**src/rtl/regfile_dumper_if.sv**
```systemverilog
// Bus bundle between the register-file dumper and its environment.
// The master side is the dumper: it drives the read address and the
// dump stream; the slave side is the register file plus the consumer.
interface regfile_dumper_if #(
  parameter int WIDTH = 32
);
  logic             start;
  logic [4:0]       rd_addr;
  logic [WIDTH-1:0] rd_data;
  logic             dout_valid;
  logic             dout_ready;
  logic [WIDTH-1:0] dout_data;
  logic [4:0]       dout_idx;
  logic             busy;
  logic             done;

  modport master (
    input  start,
    output rd_addr,
    input  rd_data,
    output dout_valid,
    input  dout_ready,
    output dout_data,
    output dout_idx,
    output busy,
    output done
  );

  modport slave (
    output start,
    input  rd_addr,
    output rd_data,
    input  dout_valid,
    output dout_ready,
    input  dout_data,
    input  dout_idx,
    input  busy,
    input  done
  );
endinterface

```
**src/rtl/regfile_dumper.sv**
```systemverilog
// regfile_dumper: walks a 32-entry register file and streams every entry
// out as (index, value) over a valid/ready handshake, then pulses done.
// Optional build macro REGFILE_DUMP_SKIP_ZERO_EN: start the walk at x1 so
// the hard-wired x0 is never emitted (31 entries instead of 32).
module regfile_dumper #(
  parameter int WIDTH = 32
) (
  input logic              clk,
  input logic              rst,
  regfile_dumper_if.master bus
);

`ifdef REGFILE_DUMP_SKIP_ZERO_EN
  localparam logic [4:0] FIRST_IDX = 5'd1;
`else
  localparam logic [4:0] FIRST_IDX = 5'd0;
`endif
  localparam logic [4:0] LAST_IDX = 5'd31;

  typedef enum logic [1:0] {
    IDLE = 2'd0,
    ADDR = 2'd1,
    SEND = 2'd2,
    DONE = 2'd3
  } state_t;

  state_t           r_state;
  state_t           w_state_next;
  logic [4:0]       r_idx;
  logic [4:0]       w_idx_next;
  logic [WIDTH-1:0] r_dout_data;
  logic [4:0]       r_dout_idx;

  logic [4:0]       w_rd_addr;
  logic             w_dout_valid;
  logic             w_busy;
  logic             w_done;

  // State and walk index; reset forces IDLE immediately so every
  // state-decoded output drops without waiting for a clock edge.
  always_ff @(posedge clk or posedge rst) begin
    if (rst) begin
      r_state <= IDLE;
      r_idx   <= 5'd0;
    end else begin
      r_state <= w_state_next;
      r_idx   <= w_idx_next;
    end
  end

  // Capture the read data on the ADDR edge; held untouched through SEND so
  // the entry stays stable under backpressure. A register-file write on the
  // same edge is not seen here, so the pre-write value is what gets dumped.
  always_ff @(posedge clk or posedge rst) begin
    if (rst) begin
      r_dout_data <= '0;
      r_dout_idx  <= 5'd0;
    end else if (r_state == ADDR) begin
      r_dout_data <= bus.rd_data;
      r_dout_idx  <= r_idx;
    end
  end

  // Next-state and output decode; start only matters in IDLE, and DONE
  // always returns to IDLE so a held start cannot chain dumps back-to-back.
  always_comb begin
    w_state_next = r_state;
    w_idx_next   = r_idx;
    w_rd_addr    = r_idx;
    w_dout_valid = 1'b0;
    w_busy       = 1'b1;
    w_done       = 1'b0;
    case (r_state)
      IDLE: begin
        w_rd_addr = 5'd0;
        w_busy    = 1'b0;
        if (bus.start) begin
          w_idx_next   = FIRST_IDX;
          w_state_next = ADDR;
        end
      end
      ADDR: begin
        w_state_next = SEND;
      end
      SEND: begin
        w_dout_valid = 1'b1;
        if (bus.dout_ready) begin
          if (r_idx == LAST_IDX) begin
            w_state_next = DONE;
          end else begin
            w_idx_next   = r_idx + 5'd1;
            w_state_next = ADDR;
          end
        end
      end
      DONE: begin
        w_done       = 1'b1;
        w_state_next = IDLE;
      end
      default: begin
        w_state_next = IDLE;
      end
    endcase
  end

  assign bus.rd_addr    = w_rd_addr;
  assign bus.dout_valid = w_dout_valid;
  assign bus.dout_data  = r_dout_data;
  assign bus.dout_idx   = r_dout_idx;
  assign bus.busy       = w_busy;
  assign bus.done       = w_done;

endmodule

```
**src/flat_wrapper.sv**
```systemverilog
// flat-port wrapper written by rule: the top's interface ports become plain ports
module regfile_dumper_flat 
#(
  parameter int WIDTH = 32
)
  (clk, rst, bus_start, bus_rd_addr, bus_rd_data, bus_dout_valid, bus_dout_ready, bus_dout_data, bus_dout_idx, bus_busy, bus_done);
  regfile_dumper_if #(.WIDTH(WIDTH)) bus_i ();
  input logic clk;
  input logic rst;
  input wire logic [$bits(bus_i.start)-1:0] bus_start;
  output wire logic [$bits(bus_i.rd_addr)-1:0] bus_rd_addr;
  input wire logic [$bits(bus_i.rd_data)-1:0] bus_rd_data;
  output wire logic [$bits(bus_i.dout_valid)-1:0] bus_dout_valid;
  input wire logic [$bits(bus_i.dout_ready)-1:0] bus_dout_ready;
  output wire logic [$bits(bus_i.dout_data)-1:0] bus_dout_data;
  output wire logic [$bits(bus_i.dout_idx)-1:0] bus_dout_idx;
  output wire logic [$bits(bus_i.busy)-1:0] bus_busy;
  output wire logic [$bits(bus_i.done)-1:0] bus_done;
  assign bus_i.start = bus_start;
  assign bus_rd_addr = bus_i.rd_addr;
  assign bus_i.rd_data = bus_rd_data;
  assign bus_dout_valid = bus_i.dout_valid;
  assign bus_i.dout_ready = bus_dout_ready;
  assign bus_dout_data = bus_i.dout_data;
  assign bus_dout_idx = bus_i.dout_idx;
  assign bus_busy = bus_i.busy;
  assign bus_done = bus_i.done;
  regfile_dumper #(.WIDTH(WIDTH)) u_core (.clk(clk), .rst(rst), .bus(bus_i));
endmodule
```
**config.mk**
```make
export PLATFORM = sky130hd
export DESIGN_NAME = regfile_dumper_flat
export DESIGN_NICKNAME = d
export VERILOG_FILES = /design/src/rtl/regfile_dumper_if.sv /design/src/rtl/regfile_dumper.sv /design/src/flat_wrapper.sv
export SDC_FILE = /design/constraint.sdc
export NUM_CORES = 1
export LEC_CHECK = 0
export ABC_AREA = 1
export CORE_MARGIN = 1.5
export CORE_UTILIZATION = 35
export CTS_BUF_LIST = sky130_fd_sc_hd__clkbuf_4 sky130_fd_sc_hd__clkbuf_8
export DETAILED_ROUTE_END_ITERATION = 6
export PLACE_DENSITY_LB_ADDON = 0.08
export REMOVE_ABC_BUFFERS = 1
export SYNTH_ARGS = -nofsm -noshare
export SYNTH_HDL_FRONTEND = slang
export SYNTH_SLANG_ARGS = --single-unit
```
**constraint.sdc**
```tcl
create_clock -name clk -period 4.5 [get_ports clk]
set_input_delay 0.9 -clock clk [delete_from_list [all_inputs] [get_ports clk]]
set_output_delay 0.9 -clock clk [all_outputs]
set_load 0.01 [all_outputs]
```
==> results.sh, run 1 <==
export IMPL_multi_input_area_um2=729
export IMPL_drt_pass1_iter_count=4
export IMPL_power_mw=1.95
export IMPL_p_sw_mw=0.599
export IMPL_synth_top_cell_area_share=0.571
export IMPL_cpMaxStageDelayCell="clkdlybuf4s50_1"
export IMPL_worst_path_max_fanout=6
export IMPL_antenna_found_initial=0
export IMPL_clk_latency_ns=0.29
export IMPL_endpoint_kind="primary output"
export IMPL_top_level_ports=81
export IMPL_fin_skew_ns=0.00774
export IMPL_cts_buffers=5
export IMPL_synth_ff_type="dfrtp_1"
export IMPL_dpl_hpwl_um=2740
export IMPL_numClockSinks=44
export IMPL_post_cts_buffers=0
export IMPL_worst_pin_slew_ns=0.903
export IMPL_slew_violations=0
export IMPL_grt_pass1_wl_um=6520
export IMPL_synth_yosys_seq_area_share=0.571
export IMPL_pwr_share_clk=0.153
export IMPL_postCtsResizedCells=0
export IMPL_synth_adder_area_share=0.0130
export IMPL_synthMuxAreaShare=0.243
export IMPL_clk_pin_slew_ns=0.08
export IMPL_seqCellArea_mm2=0.00110
export IMPL_grt_pass1_vias=1338
export IMPL_cp_common_cell="inv_2"
export IMPL_p_comb_frac=0.504
export IMPL_clockBufferDepth=2
export IMPL_yosysWarnings=0
export IMPL_cts_tree="yes"
export IMPL_nNetsFinal=276
export IMPL_drc=0
export IMPL_wire_per_inst_um=12.8
export IMPL_yosys_area_share_simple=0.102
export IMPL_synth_top_family_by_area="multiplexers"
export IMPL_finalSetupTns_ns=0
export IMPL_n_antenna_cell=0
export IMPL_swShare=0.306
export IMPL_synth_xor_area_frac=0
export IMPL_rows=26
export IMPL_synth_area_mm2=0.00193
export IMPL_synth_area_leader_cell="dfrtp_1"
export IMPL_finalNonFillerCells=309
export IMPL_coreArea_mm2=0.00520
export IMPL_crit_path_start="u_core.r_state[0]$_DFFE_PP0P_"
export IMPL_rsz0062_at_grt="no"
export IMPL_p_seq_frac=0.343
export IMPL_period_needed_ns=2.49
export IMPL_reg2reg_from="u_core.r_state[1]$_DFFE_PP0P_"
export IMPL_synth_compound_area_frac=0.0201
export IMPL_via_per_inst=4.47
export IMPL_async_flop_share=1.00
export IMPL_area_delta_synth_final_pct=50.2
export IMPL_cellInternalPower_mw=1.35
export IMPL_min_from="u_core.r_idx[3]$_DFFE_PP0P_"
export IMPL_period_share=0.552
export IMPL_powerDensity_mw_per_mm2=674
export IMPL_grt_usage=0.139
export IMPL_crit_type="flip-flop to primary output"
export IMPL_postLayoutCellArea_mm2=0.00290
export IMPL_fmax_ghz=0.402
export IMPL_drive_gt1_frac=0.188
export IMPL_die_area_mm2=0.00597
export IMPL_grt_max_degree=45
export IMPL_drt_initial_drc_count=53
export IMPL_hp_class="flip-flop to flip-flop"
export IMPL_maxSlewHeadroom=0.397
export IMPL_ys_top_cells_by_area="dfrtp_1, mux2_4, nand2_1"
export IMPL_ys_ff_latch=44
export IMPL_die_h_um=77.2
export IMPL_holdWs_ns=0.486
export IMPL_arrival_ns=1.59
export IMPL_start_util=0.371
export IMPL_placed_area_mm2=0.00279
export IMPL_cts_hold_buf=0
export IMPL_finalHoldViolCount=0
export IMPL_root_buffer="clkbuf_8"
export IMPL_wirelength_um=3940
export IMPL_syn_avg_cell_area_um2=12.5
export IMPL_maxCapViolations=0
export IMPL_io_buffers=80
export IMPL_ys_types=17
export IMPL_crit_required_ns=3.60
export IMPL_ant_nets=0
export IMPL_h_tree_depth=2
export IMPL_finalSetupViolCount=0
export IMPL_n_fill_cell=472
export IMPL_ir_worst_vdd_v=0.000289
export IMPL_status="completed"
export IMPL_gr_total_overflow=0
export IMPL_synth_most_common_cell="dfrtp_1"
export IMPL_synth_commonest_cells="dfrtp_1, nand2_1, mux2_4, inv_1, nor2_1"
export IMPL_via_count=1382
export IMPL_start_kind="flip-flop"
export IMPL_syn_inst=154
export IMPL_synth_edf_count=0
export IMPL_crit_chain="inv_2 -> nand2_1 -> inv_2 -> clkdlybuf4s50_1"
export IMPL_power_leakage_nw=1.36
export IMPL_max_stage_delay_ns=0.53
export IMPL_gp_congestion=0.845
export IMPL_placed_cells=301
export IMPL_die_x_um=77.2
worst max-delay path, delay by kind of cell (launching register included):
| family | cells | cell delay (ns) |
|---|---|---|
| buf+inv | 3 | 0.72 |
| flops | 1 | 0.43 |
| simple gates | 1 | 0.15 |
state kept, by name (all words and copies together), names as in the netlist:
name	count
u_core.bus.dout_idx	5
u_core.r_state	2
u_core.bus.dout_data	32
u_core.r_idx	5
path summary, 6_finish.rpt:
| check | to | slack, ns | cells past startpoint |
|---|---|---|---|
| setup / recovery | bus_dout_valid | 2.01 | 4 |
| hold / removal | u_core.r_idx[3]$_DFFE_PP0P_ | 0.49 | 2 |
| setup reg to reg | u_core.bus.dout_data[22]$_DFFE_PP0N_ | 2.74 | 4 |
| hold reg to reg | u_core.r_idx[3]$_DFFE_PP0P_ | 0.49 | 2 |
| max in group asynchronous | u_core.r_state[1]$_DFFE_PP0P_ | 2.81 | 2 |
| min in group asynchronous | u_core.bus.dout_data[9]$_DFFE_PP0N_ | 1.12 | 2 |
stage by stage:
step | setup WS (ns) | utilization
floorplan | 2.57 | -
global placement | 2.34 | 0.535
detailed placement | 2.32 | 0.535
CTS | 1.99 | 0.557
global route | 1.91 | 0.557
finish | 2.01 | 0.557
cell usage in the layout (no fill, tap or decap), types with 2 or more instances in the layout:
cell,netlist,layout
nor2_1,13,13
inv_2,3,4
inv_1,13,12
dfrtp_1,44,44
nand3_1,3,3
ha_1,2,2
mux2_4,29,29
mux2_1,3,3
nand2_1,30,30
clkdlybuf4s50_1,0,80
clkbuf_8,0,5
o21ai_1,5,5
cell families after synthesis:
kind of cell               after synthesis
and+or+nand+nor                         49
buffers and inverters                   20
muxes                                   32
adders and majority gates                2
DFF                                     44
AOI/OAI and AO/OA                        7
routing by layer:
layer | wire length, um | vias up | track usage
li1 | - | 664 | -
met1 | 1850 | 673 | 0.188
met4 | 36 | 0 | 0.0436
met2 | 1830 | 40 | 0.218
met5 | 0 | - | 0
met3 | 222 | 5 | 0.0357
power by group through the flow:
stage / Combinational (mW) / Clock [mW] / Sequential (mW)
6_report: 0.984 / 0.300 / 0.669
5_1_grt: 1.06 / 0.327 / 0.694
4_1_cts: 1.00 / 0.311 / 0.670
3_5_place_dp: 0.996 / 0 / 0.677
3_3_place_gp: 1.00 / 0 / 0.672
2_1_floorplan: 0.475 / 0 / 0.746
area by class of cell:
class | count | area share
clock buffer | 6 | 0.0263
clock inverter | 2 | 0.0121
inverter | 16 | 0.0207
multi-input combinational | 90 | 0.252
sequential | 44 | 0.380
tap | 70 | 0.0302
timing repair buffer | 81 | 0.279
Power figures use the tool's default switching activity.
==> run 2, diff against run 1 <==
==> constraint.sdc (replaced) <==
create_clock -name clk -period 2 [get_ports clk]
set_input_delay 0.4 -clock clk [delete_from_list [all_inputs] [get_ports clk]]
set_output_delay 0.4 -clock clk [all_outputs]
set_load 0.01 [all_outputs]
==> results.sh, run 2 (synthesis gave the netlist of run 1 again) <==
export IMPL_status="completed"
export IMPL_clk_latency_ns=0.29
export IMPL_holdWs_ns=0.433
export IMPL_seqCellArea_mm2=0.00110
export IMPL_placed_cells=304
export IMPL_drt_pass1_iter_count=4
export IMPL_clk_pin_slew_ns=0.08
export IMPL_finalSetupTns_ns=0
export IMPL_slew_violations=0
export IMPL_fin_skew_ns=0.00634
export IMPL_die_area_mm2=0.00597
export IMPL_via_per_inst=4.46
export IMPL_regToRegSetupSlack_ns=0.39
export IMPL_coreArea_mm2=0.00520
export IMPL_start_kind="flip-flop"
export IMPL_fmax_ghz=0.530
export IMPL_die_x_um=77.2
export IMPL_arrival_ns=1.49
export IMPL_nNetsFinal=279
export IMPL_rsz0062_at_grt="no"
export IMPL_top_layer="met4"
export IMPL_final_core_util=0.572
export IMPL_h_tree_depth=2
export IMPL_hp_class="input pin to asynchronous set/reset pin"
export IMPL_io_buffers=80
export IMPL_crit_chain="nor2_4 -> nor2_1 -> clkdlybuf4s50_1"
export IMPL_post_cts_buffers=0
export IMPL_grt_pass1_vias=1369
export IMPL_drive_gt1_frac=0.207
export IMPL_root_buffer="clkbuf_8"
export IMPL_antenna_found_initial=0
export IMPL_routed_wl_met2_um=1930
export IMPL_ant_nets=0
export IMPL_top_level_ports=81
export IMPL_powerDensity_mw_per_mm2=1530
export IMPL_crit_type="flip-flop to primary output"
export IMPL_gr_total_overflow=0
export IMPL_n_fill_cell=470
export IMPL_die_h_um=77.2
export IMPL_numClockSinks=44
export IMPL_grt_pass1_wl_um=6800
export IMPL_ir_worst_vdd_v=0.000834
export IMPL_cts_tree="yes"
export IMPL_period_needed_ns=1.89
export IMPL_finalNonFillerCells=311
export IMPL_grt_usage=0.147
export IMPL_endpoint_kind="primary output"
export IMPL_grt_max_degree=33
export IMPL_finalHoldViolCount=0
export IMPL_clockBufferDepth=2
export IMPL_final_cell_mix="clkdlybuf4s50_1, dfrtp_1, mux2_4, nand2_1, nor2_1"
export IMPL_maxSlewHeadroom=0.694
export IMPL_met1Wirelength_um=1770
export IMPL_cpMaxStageDelayCell="clkdlybuf4s50_1"
export IMPL_n_antenna_cell=0
export IMPL_drc=0
export IMPL_maxCapViolations=0
export IMPL_period_share=0.943
export IMPL_max_stage_delay_ns=0.48
export IMPL_multi_input_area_um2=737
export IMPL_largest_register_ffs=32
export IMPL_area_delta_synth_final_pct=54.2
export IMPL_crit_required_ns=1.60
export IMPL_gp_congestion=0.849
export IMPL_worst_path_max_fanout=8
export IMPL_worst_pin_slew_ns=0.458
export IMPL_dpl_hpwl_um=2950
export IMPL_drt_initial_drc_count=43
export IMPL_start_util=0.371
export IMPL_power_leakage_nw=1.40
export IMPL_met3_length_um=237
export IMPL_wire_per_inst_um=12.8
export IMPL_cts_buffers=5
export IMPL_cts_hold_buf=0
export IMPL_rows=26
export IMPL_final_common_cell="clkdlybuf4s50_1"
export IMPL_wirelength_um=3990
export IMPL_power_mw=4.57
export IMPL_finalSetupViolCount=0
export IMPL_via_count=1386
run 2: final cells by class:
class,count,share of cell area
clock buffer,5,0.0231
clock inverter,2,0.0202
inverter,16,0.0202
multi-input combinational,90,0.248
sequential,44,0.371
tap,70,0.0294
timing repair buffer,84,0.288
run 2: per-layer routing:
metal,vias to the layer above,global-route usage
met4,0,0.0545
met5,-,0
met3,5,0.0369
met1,672,0.200
met2,46,0.224
li1,663,-
run 2: power breakdown:
group          internal, mW  switching [mW]  leakage (nW)  total [mW]
combinational          1.43           0.840         0.808        2.27
clock                 0.492           0.285        0.0642       0.776
sequential             1.29           0.238         0.533        1.52
run 2: what timing repair did:
action	in CTS	in global routing
endpoints found under the setup margin	2	7
gates resized for setup	0	5
cloned	0	0
run 2: critical path: cells and delay by family, from the launching register on:
family | cells | cell delay [ns]
buf+inv | 1 | 0.48
flops | 1 | 0.45
simple gates | 2 | 0.27
run 2: path summary, 6_finish.rpt:
| kind | endpoint | from | cells past startpoint |
|---|---|---|---|
| worst max-delay path | bus_rd_addr[0] | u_core.r_state[0]$_DFFE_PP0P_ | 3 |
| worst min-delay path | u_core.bus.dout_data[7]$_DFFE_PP0N_ | rst | 2 |
| worst max register to register | u_core.r_idx[2]$_DFFE_PP0P_ | u_core.r_idx[0]$_DFFE_PP0P_ | 9 |
| worst min register to register | u_core.r_idx[3]$_DFFE_PP0P_ | u_core.r_idx[3]$_DFFE_PP0P_ | 2 |
| max in group asynchronous | u_core.bus.dout_data[22]$_DFFE_PP0N_ | rst | 3 |
| min in group clk | u_core.r_idx[3]$_DFFE_PP0P_ | u_core.r_idx[3]$_DFFE_PP0P_ | 2 |
run 2: metrics by stage:
stage                     worst slack (ns)  cell area (um^2)
final                                0.114              2980
after global routing                0.0392              2980
after CTS                          -0.0137              2960
after detailed placement             0.317              2830
after global placement               0.339              2830
after floorplan                      0.348              1890
==> run 3, diff against run 2 <==
--- a/config.mk
+++ b/config.mk
@@ -8,10 +8,11 @@
 export ABC_AREA = 1
 export CORE_MARGIN = 1.5
 export CORE_UTILIZATION = 35
-export CTS_BUF_LIST = sky130_fd_sc_hd__clkbuf_4 sky130_fd_sc_hd__clkbuf_8
+export CTS_BUF_LIST = sky130_fd_sc_hd__clkbuf_8 sky130_fd_sc_hd__clkbuf_16
 export DETAILED_ROUTE_END_ITERATION = 6
 export PLACE_DENSITY_LB_ADDON = 0.08
 export REMOVE_ABC_BUFFERS = 1
+export SKIP_LAST_GASP = 1
 export SYNTH_ARGS = -nofsm -noshare
 export SYNTH_HDL_FRONTEND = slang
 export SYNTH_SLANG_ARGS = --single-unit
==> results of run 3 <==
The final DEF is identical to that of run 2; final timing and power are the same.
